<file path="config.mk">
export PLATFORM = sky130hd
export DESIGN_NAME = voice_mixer
export DESIGN_NICKNAME = d
export VERILOG_FILES = /design/src/rtl/voice_mixer.sv
export SDC_FILE = /design/constraint.sdc
export NUM_CORES = 2
export LEC_CHECK = 0
export ABC_AREA = 0
export CORE_MARGIN = 10
export CORE_UTILIZATION = 55
export CTS_CLUSTER_SIZE = 14
export DETAILED_ROUTE_END_ITERATION = 10
export GPL_TIMING_DRIVEN = 0
export PLACE_DENSITY = 0.74
export SYNTH_ARGS = -nofsm -noshare
export SYNTH_HDL_FRONTEND = slang
export SYNTH_HIERARCHICAL = 1
export SYNTH_SLANG_ARGS = --single-unit
export TNS_END_PERCENT = 1
</file>
<file path="constraint.sdc">
create_clock -name clk -period 7.09 [get_ports clk]
set_input_delay 0.709 -clock clk [delete_from_list [all_inputs] [get_ports clk]]
set_output_delay 0.709 -clock clk [all_outputs]
set_load 0.03 [all_outputs]
</file>
<file path="src/rtl/voice_mixer.sv">
// voice_mixer
//   Collects one signed sample per voice each audio frame, pans every voice
//   into left/right with a 0..8 pan weight, sums the voices, applies an
//   unsigned master volume followed by an arithmetic right shift, and
//   saturates the result to signed 24 bits for the DAC.
//
// Ports
//   clk           hardware clock
//   rst_mix_n     asynchronous active-low reset
//   sample_req    1-cycle pulse, start collecting a frame (only honoured in IDLE)
//   voice_valid   voice sample offered
//   voice_ready   mixer accepts a voice sample this cycle (COLLECT)
//   voice_sample  signed sample of voice voice_idx
//   voice_idx     index of the voice expected next
//   msg_en/msg_addr/msg   configuration bus (volume and per-voice pan)
//   left/right    signed 24-bit mix, held between frames
//   out_valid     1-cycle pulse when left/right update
//   busy          frame in progress
//   overrun       sticky, sample_req seen while busy

// Per-voice pan register; reset to centre (4).
module voice_pan_reg (
  input  logic       clk,
  input  logic       rst_n,
  input  logic       we,
  input  logic [3:0] din,
  output logic [3:0] pan
);
  always_ff @(posedge clk or negedge rst_n) begin
    if (!rst_n)  pan <= 4'd4;
    else if (we) pan <= din;
  end
endmodule

module voice_mixer #(
  parameter int          VOICES    = 8,
  parameter int          IN_W      = 16,
  parameter int          VOL_SHIFT = 2,
  parameter logic [31:0] MSG_ADDR  = 32'hFFFF_FFFE
) (
  input  logic            clk,
  input  logic            rst_mix_n,
  input  logic            sample_req,
  input  logic            voice_valid,
  output logic            voice_ready,
  input  logic [IN_W-1:0] voice_sample,
  output logic [3:0]      voice_idx,
  input  logic            msg_en,
  input  logic [31:0]     msg_addr,
  input  logic [31:0]     msg,
  output logic [23:0]     left,
  output logic [23:0]     right,
  output logic            out_valid,
  output logic            busy,
  output logic            overrun
);

  // Sample * pan (0..8) needs IN_W+4 bits; summing VOICES terms adds clog2.
  localparam int ACC_W  = IN_W + 4 + $clog2(VOICES);
  // Accumulator times a zero-extended 8-bit volume (signed 9 bits).
  localparam int P_W    = ACC_W + 9;
  localparam int TERM_W = IN_W + 5;

  localparam logic signed [P_W-1:0] SAT_MAX = P_W'(32'sd8388607);
  localparam logic signed [P_W-1:0] SAT_MIN = P_W'(-32'sd8388608);

  typedef enum logic [1:0] {IDLE, COLLECT, SCALE, OUT} state_t;
  state_t state, state_nxt;

  // ---------------------------------------------------------------------
  // Configuration
  // ---------------------------------------------------------------------
  logic                    msg_hit;
  logic [3:0]              pan_din;
  logic [7:0]              vol;
  logic [VOICES-1:0]       pan_we;
  logic [VOICES-1:0][3:0]  pan;

  assign msg_hit = msg_en && (msg_addr == MSG_ADDR);
  assign pan_din = (msg[3:0] > 4'd8) ? 4'd8 : msg[3:0];

  always_ff @(posedge clk or negedge rst_mix_n) begin
    if (!rst_mix_n)            vol <= 8'd128;
    else if (msg_hit && msg[31]) vol <= msg[7:0];
  end

  // Out-of-range pan indices match no lane and are dropped naturally.
  genvar gi;
  generate
    for (gi = 0; gi < VOICES; gi++) begin : g_pan
      assign pan_we[gi] = msg_hit && !msg[31] && (msg[11:8] == 4'(gi));
      voice_pan_reg u_pan (
        .clk  (clk),
        .rst_n(rst_mix_n),
        .we   (pan_we[gi]),
        .din  (pan_din),
        .pan  (pan[gi])
      );
    end
  endgenerate

  // Pan of the voice being offered. A same-edge pan write lands after this
  // edge, so the acceptance sees the old value.
  logic [3:0] cur_pan;
  always_comb begin
    cur_pan = 4'd0;
    for (int i = 0; i < VOICES; i++)
      if (voice_idx == 4'(i)) cur_pan = pan[i];
  end

  // ---------------------------------------------------------------------
  // Per-voice weighting
  // ---------------------------------------------------------------------
  logic [3:0]               wl;
  logic signed [TERM_W-1:0] samp_x, wl_x, wr_x, term_l, term_r;
  logic signed [ACC_W-1:0]  acc_l, acc_r;
  logic                     accept, last_voice;

  assign wl     = 4'd8 - cur_pan;
  assign samp_x = TERM_W'($signed(voice_sample));
  assign wl_x   = $signed(TERM_W'(wl));
  assign wr_x   = $signed(TERM_W'(cur_pan));
  assign term_l = samp_x * wl_x;
  assign term_r = samp_x * wr_x;

  assign accept     = voice_valid && voice_ready;
  assign last_voice = (voice_idx == 4'(VOICES - 1));

  // ---------------------------------------------------------------------
  // FSM
  // ---------------------------------------------------------------------
  always_ff @(posedge clk or negedge rst_mix_n) begin
    if (!rst_mix_n) state <= IDLE;
    else            state <= state_nxt;
  end

  always_comb begin
    state_nxt = state;
    case (state)
      IDLE:    if (sample_req) state_nxt = COLLECT;
      COLLECT: if (accept && last_voice) state_nxt = SCALE;
      SCALE:   state_nxt = OUT;
      OUT:     state_nxt = IDLE;
      default: state_nxt = IDLE;
    endcase
  end

  assign voice_ready = (state == COLLECT);
  assign busy        = (state != IDLE);

  // ---------------------------------------------------------------------
  // Datapath
  // ---------------------------------------------------------------------
  logic signed [P_W-1:0] p_l, p_r, vol_x, sh_l, sh_r;

  assign vol_x = $signed(P_W'(vol));
  assign sh_l  = p_l >>> VOL_SHIFT;
  assign sh_r  = p_r >>> VOL_SHIFT;

  function automatic logic [23:0] sat24(input logic signed [P_W-1:0] v);
    if (v > SAT_MAX)      return 24'h7F_FFFF;
    else if (v < SAT_MIN) return 24'h80_0000;
    else                  return v[23:0];
  endfunction

  always_ff @(posedge clk or negedge rst_mix_n) begin
    if (!rst_mix_n) begin
      acc_l     <= '0;
      acc_r     <= '0;
      voice_idx <= 4'd0;
      p_l       <= '0;
      p_r       <= '0;
      left      <= 24'd0;
      right     <= 24'd0;
      out_valid <= 1'b0;
      overrun   <= 1'b0;
    end else begin
      out_valid <= (state == OUT);
      if (sample_req && state != IDLE) overrun <= 1'b1;

      case (state)
        IDLE: if (sample_req) begin
          acc_l     <= '0;
          acc_r     <= '0;
          voice_idx <= 4'd0;
        end
        COLLECT: if (accept) begin
          acc_l     <= acc_l + ACC_W'(term_l);
          acc_r     <= acc_r + ACC_W'(term_r);
          voice_idx <= last_voice ? 4'd0 : voice_idx + 4'd1;
        end
        SCALE: begin
          p_l <= P_W'(acc_l) * vol_x;
          p_r <= P_W'(acc_r) * vol_x;
        end
        OUT: begin
          left  <= sat24(sh_l);
          right <= sat24(sh_r);
        end
        default: ;
      endcase
    end
  end

endmodule

</file>
Word level (Yosys, flattened, before mapping) --
Index checks and enable logic that the tools add are counted.
Cells by class: $add $sub $neg 4, multipliers 4, magnitude comparators 5, eq/ne operators 21, muxes and demuxes 25, reductions and logical operators 22
Operator list (number):
- $mux W24 | 4
- $pmux W23 S2 | 2
- $mux W23 | 3
- $mul A23 B9 Y32 | 2
- $gt A30 B24 Y1 const B | 2
- $lt A30 B24 Y1 const B | 2
- $mux W4 | 12
- $add A23 B21 Y23 | 2
- $mul A16 B5 Y21 | 2
- $eq A32 B32 Y1 const B | 1
- $eq A4 B3 Y1 const B | 8
- $eq A4 B2 Y1 const B | 4
- $logic_and A1 B1 Y1 | 14
- $eq A4 B1 Y1 const B | 2
- $logic_not A4 Y1 | 2
- $pmux W2 S4 | 1
- $pmux W4 S2 | 1
- $add A4 B1 Y4 const B | 1
- $eq A2 B2 Y1 const B | 2
- $gt A4 B4 Y1 const B | 1
- $mux W2 | 2
- $ne A2 B1 Y1 const B | 2
- $reduce_bool A2 Y1 | 2
- $sub A4 B4 Y4 const A | 1
- 6 further kinds | 6
Storage, ports and cells: bits in registers 206, output and inout port bits 56, word-level logic and storage cells 100

Longest topological paths before layout --
word-level depth 14, depth in mapped cells 29

Modules after synthesis --
Netlist, hierarchy kept.
Modules (own cells, without submodules):
- voice_mixer | times used 1, cells an instance 2961, area each 26360.3 um^2, seq. area each 4255.3 um^2
- voice_pan_reg | times used 8, cells an instance 8, area each 146.4 um^2, seq. area each 101.3 um^2

Worst setup path before layout --
Ideal clock, no wire load.
path type reg-to-reg, start point register voice_idx[1], end point register acc_l[16], library setup time 69 ps, arrival time 6266 ps, slack 755 ps, stages on the path, launching flop included 27, buffers on the path 3, cell sequence dfrtp_1 -> inv_1 -> ha_1 -> buf_2 -> o211ai_1 -> o221ai_1 -> a211oi_2 -> clkbuf_1 -> inv_1 -> ha_1 -> clkbuf_1 -> nand2_1 -> fa_1 -> inv_1 -> fa_1 -> inv_1 -> fa_1 -> inv_1 -> ha_1 -> a21o_1 -> a21oi_1 -> o211ai_1 -> o21bai_1 -> a21o_1 -> a21oi_1 -> or4b_1 -> nand3_1
Between the ends: cells in the longest elaborated chain, start to end 14, elaborated cells on any way between the ends 21
RTL lines:
- from (decl) | RTL line 47 | output logic [3:0] voice_idx,
- from (signal assigned) | RTL line 190 | voice_idx <= last_voice ? 4'd0 : voice_idx + 4'd1;
- $logic_not A4 Y1 | RTL line 108 | if (voice_idx == 4'(i)) cur_pan = pan[i];
- $mux W4 (7 in series) | RTL line 108
- $mux W4 * | RTL line 108
- $sub A4 B4 Y4 * | RTL line 119 | assign wl = 4'd8 - cur_pan;
- $mul A16 B5 Y21 * | RTL line 123 | assign term_l = samp_x * wl_x;
- $add A23 B21 Y23 * | RTL line 188 | acc_l <= acc_l + ACC_W'(term_l);
- $mux W23 * | RTL line 187 | COLLECT: if (accept) begin
- $pmux W23 S2 * | RTL line 181 | case (state)
- to (signal assigned) | RTL line 188
- to (decl) | RTL line 116 | logic signed [ACC_W-1:0] acc_l, acc_r;
Mark *: on every way between the ends. The rest lies on a longest branch, timed or not. The select of a mux whose other input is x is not followed. A chain may end at the register's enable or synchronous reset.

Worst setup path after layout --
start point register voice_idx[1], end point register acc_l[22]
The elaborated chain is that of the path after synthesis.

==> summary.md <==
| Metric | Value |
|---|---|
| Filler cell count | `4,242` |
| Critical setup path kind | `register to register` |
| Final worst path period share | `94.77%` |
| Largest net degree at the start of global routing | `105` |
| Dominant synthesized flop cell | `dfrtp_1` |
| CP required | `7.57 ns` |
| Number of global-route vias before repair | `22,750` |
| Pre-CTS setup slack | `-0.5013 ns` |
| Tmin final | `6.719 ns` |
| Worst-path fanout max | `10` |
| PwrDens | `295.7 mW/mm2` |
| Initial core utilization | `55.90%` |
| Setup repair after global routing missed its margin | `no` |
| R2R Path End | `acc_l[22]` |
| # H-tree levels | `1` |
| Row Count | `81` |
| Detailed placer's ending HPWL | `59.67 mm` |
| Area growth syn-to-layout | `10.61%` |
| Die W | `243.7 um` |
| Final #Nets | `3,889` |
| CP Data Arrival Time | `7.20 ns` |
| Port buffer count | `121` |
| Via density | `5.517` |
| Most common cell after layout, fill and taps aside | `inv_1` |
| Final slew viol count | `0` |
| Sequential fraction of the synthesis area | `18.40%` |
| Post-cts hold buffer count | `0` |
| Routability Congestion | `0.9418` |
| Syn Inst Count | `3,025` |
| Post-Syn Nets | `3,737` |
| Endpoints failing setup | `0` |
| LEAKAGE | `0.01559 uW` |
| Highest ir drop seen on vdd | `0.0005003 V` |
| Worst Setup Start Kind | `register` |
| Worst-Skew Late Latency | `0.56 ns` |
| Ports | `141` |
| Initial antenna violation count | `2` |
| Clock Path Buffers | `3` |
| Post-Syn Area | `0.02753 mm2` |
| CTS tree | `done` |
| CTS root buffer | `clkbuf_16` |
| DR iter-0 viols | `1,406` |
| Max Cap Viol | `0` |
| Fin. Hold Viols | `0` |
| Tot Pwr | `9005 uW` |
| Seq cells post-synth | `202` |
| Tot GR Track Use | `24.89%` |
| Relative slew margins | `19.07%` |
| DRT antenna net count | `0` |
| Clock-pin slew on the worst setup and hold paths | `0.07 ns` |
| Post-synthesis cell type count | `88` |
| Commonest cells after routing, fill and taps aside | `inv_1 (601), fa_1 (394), and2_1 (325)` |
| Hold_ws | `0.1612 ns` |
| EDFF count, synth | `0` |
| Die height | `243.7 um` |
| Syn Area/Cell | `9.101 um2` |
| Yosys warning count | `6` |
| Via count | `21,290` |
| Worst hold path class | `input pin to asynchronous set/reset pin` |
| First-pass GRT wire length | `120.0 mm` |
| Crit path capture type | `register` |
| Internal reg-to-reg setup slack | `0.37 ns` |
| Core area | `0.04925 mm2` |
| Async SR Flop Fraction | `100.0%` |
| Outcome | `completed` |
| TritonCTS Buffers | `25` |
| Final WL | `73.80 mm` |
| Clock Skew | `0.01666 ns` |
| Diodes inserted | `0` |
| Total grt overflow | `0` |
| Reg2reg start | `voice_idx[1]` |
| Reg2Reg Depth | `27` |
| Share of layout cells above drive strength 1 | `5.103%` |
| Initial DRT Pass Iterations | `5` |
| DRC Markers | `0` |
| Maximum clock rate | `148.8 MHz` |
| Least-Margin Pin Slew | `1.203 ns` |
| # clock sinks | `202` |
| Final setup margin | `0.3710 ns` |
| Die area | `0.05941 mm2` |
| Fin Setup TNS | `0 ns` |
| WL/cell | `19.13 um` |
[synthesized netlist by cell type (46+ instances only)]
cell	n	area share, %
dfrtp_1	193	18
mux2_2	71	2.9
inv_1	601	8.2
o21ai_0	80	1.5
nand2_1	292	4.0
ha_1	233	11
xnor2_1	49	1.6
fa_1	394	29
nor2_1	131	1.8
and2_1	325	7.4
a21oi_1	81	1.5
clkbuf_1	108	1.5
o22ai_1	46	1.0
[metal layers]
| layer | share of wire (%) | GRT usage, % |
|---|---|---|
| met1 | 42 | 32.62 |
| met2 | 48 | 41.79 |
| met5 | 0 | 0 |
| met4 | 3.7 | 8.712 |
| met3 | 6.3 | 3.173 |
[flip-flops by register name, summed over array words and instances, names as in the netlist, 4 cells and up]
register         count
g_pan.u_pan/pan     32
p_l                 30
p_r                 30
left                24
right               24
acc_l               23
acc_r               23
vol                  8
voice_idx            4
[worst max path at each step]
stage | start | to | slack [ns] | cells after the start
after floorplan | voice_idx[1] | acc_l[16] | 0.75 | 26
after global placement | rst_mix_n | g_pan[4].u_pan/pan[3] | -3.05 | 1
after detailed placement | voice_idx[1] | acc_l[22] | -0.50 | 27
after CTS | voice_idx[1] | acc_l[22] | 0.05 | 27
after global routing | voice_idx[0] | acc_l[22] | 0.04 | 27
final | voice_idx[1] | acc_l[22] | 0.37 | 27
[through the flow]
stage | area (um2) | instances | util (%)
floorplan | 27530 | 3025 | -
global placement | 29570 | 3810 | 60.04
detailed placement | 29610 | 3811 | 60.11
CTS | 30400 | 3857 | 61.73
global route | 30450 | 3858 | 61.82
finish | 30450 | 3858 | 61.82
[layout make-up]
cell class / instances / area (um2) / share of cell area [%]
Sequential cell: 202 / 5066 / 16.64
Inverter: 601 / 2256 / 7.408
Buffer: 121 / 481.7 / 1.582
Timing Repair Buffer: 125 / 1266 / 4.158
Clock buffer: 35 / 673.1 / 2.211
Tap cell: 664 / 830.8 / 2.728
Multi-Input combinational cell: 2101 / 19790 / 64.98
Clock inverter: 9 / 88.84 / 0.2917
[kinds of logic (layout without fill, tap and decap cells)]
group	Yosys count	after routing	share of synthesized area [%]
AO/OA/AOI/OAI	398	398	9.617
flip-flops	202	202	18.40
AND/OR/NAND/NOR	923	923	17.23
adder cells (fa/ha/maj)	627	627	39.24
multiplexers	74	74	3.013
buffers and inverters	722	891	9.907
XOR/XNOR	79	79	2.590
[power breakdown]
part | total, uW | leakage, uW | internal [uW] | switching (uW)
registers | 1640 | 0.00270 | 1350 | 289
logic | 6120 | 0.0125 | 2390 | 3740
clock network | 1240 | 0.000361 | 700 | 540
total | 9010 | 0.0156 | 4440 | 4570
[critical path: stages (launching register included)]
cell and delay (ns):
dfrtp_1 0.46, inv_1 0.12, ha_2 0.27, buf_2 0.23
nand2_1 0.07, o211ai_1 0.09, o221ai_1 0.19, a211oi_4 0.35
clkbuf_2 0.30, inv_1 0.08, ha_1 0.40, clkbuf_4 0.27
nand2_1 0.10, fa_1 0.51, inv_1 0.05, fa_1 0.49
inv_1 0.06, fa_1 0.54, inv_1 0.04, ha_1 0.37
a21o_1 0.20, a21oi_1 0.19, o21ai_0 0.11, o21ba_2 0.30
o31ai_2 0.09, o41ai_1 0.35, xnor3_1 0.27, o21ai_1 0.12
[what timing repair did]
action | CTS | global route
buffers inserted | 2 | 1
pin swaps | 2 | 1
endpoints found under the setup margin | 11 | 10
resized for setup | 5 | 15
Note: power is estimated with default switching activity, not from simulation.
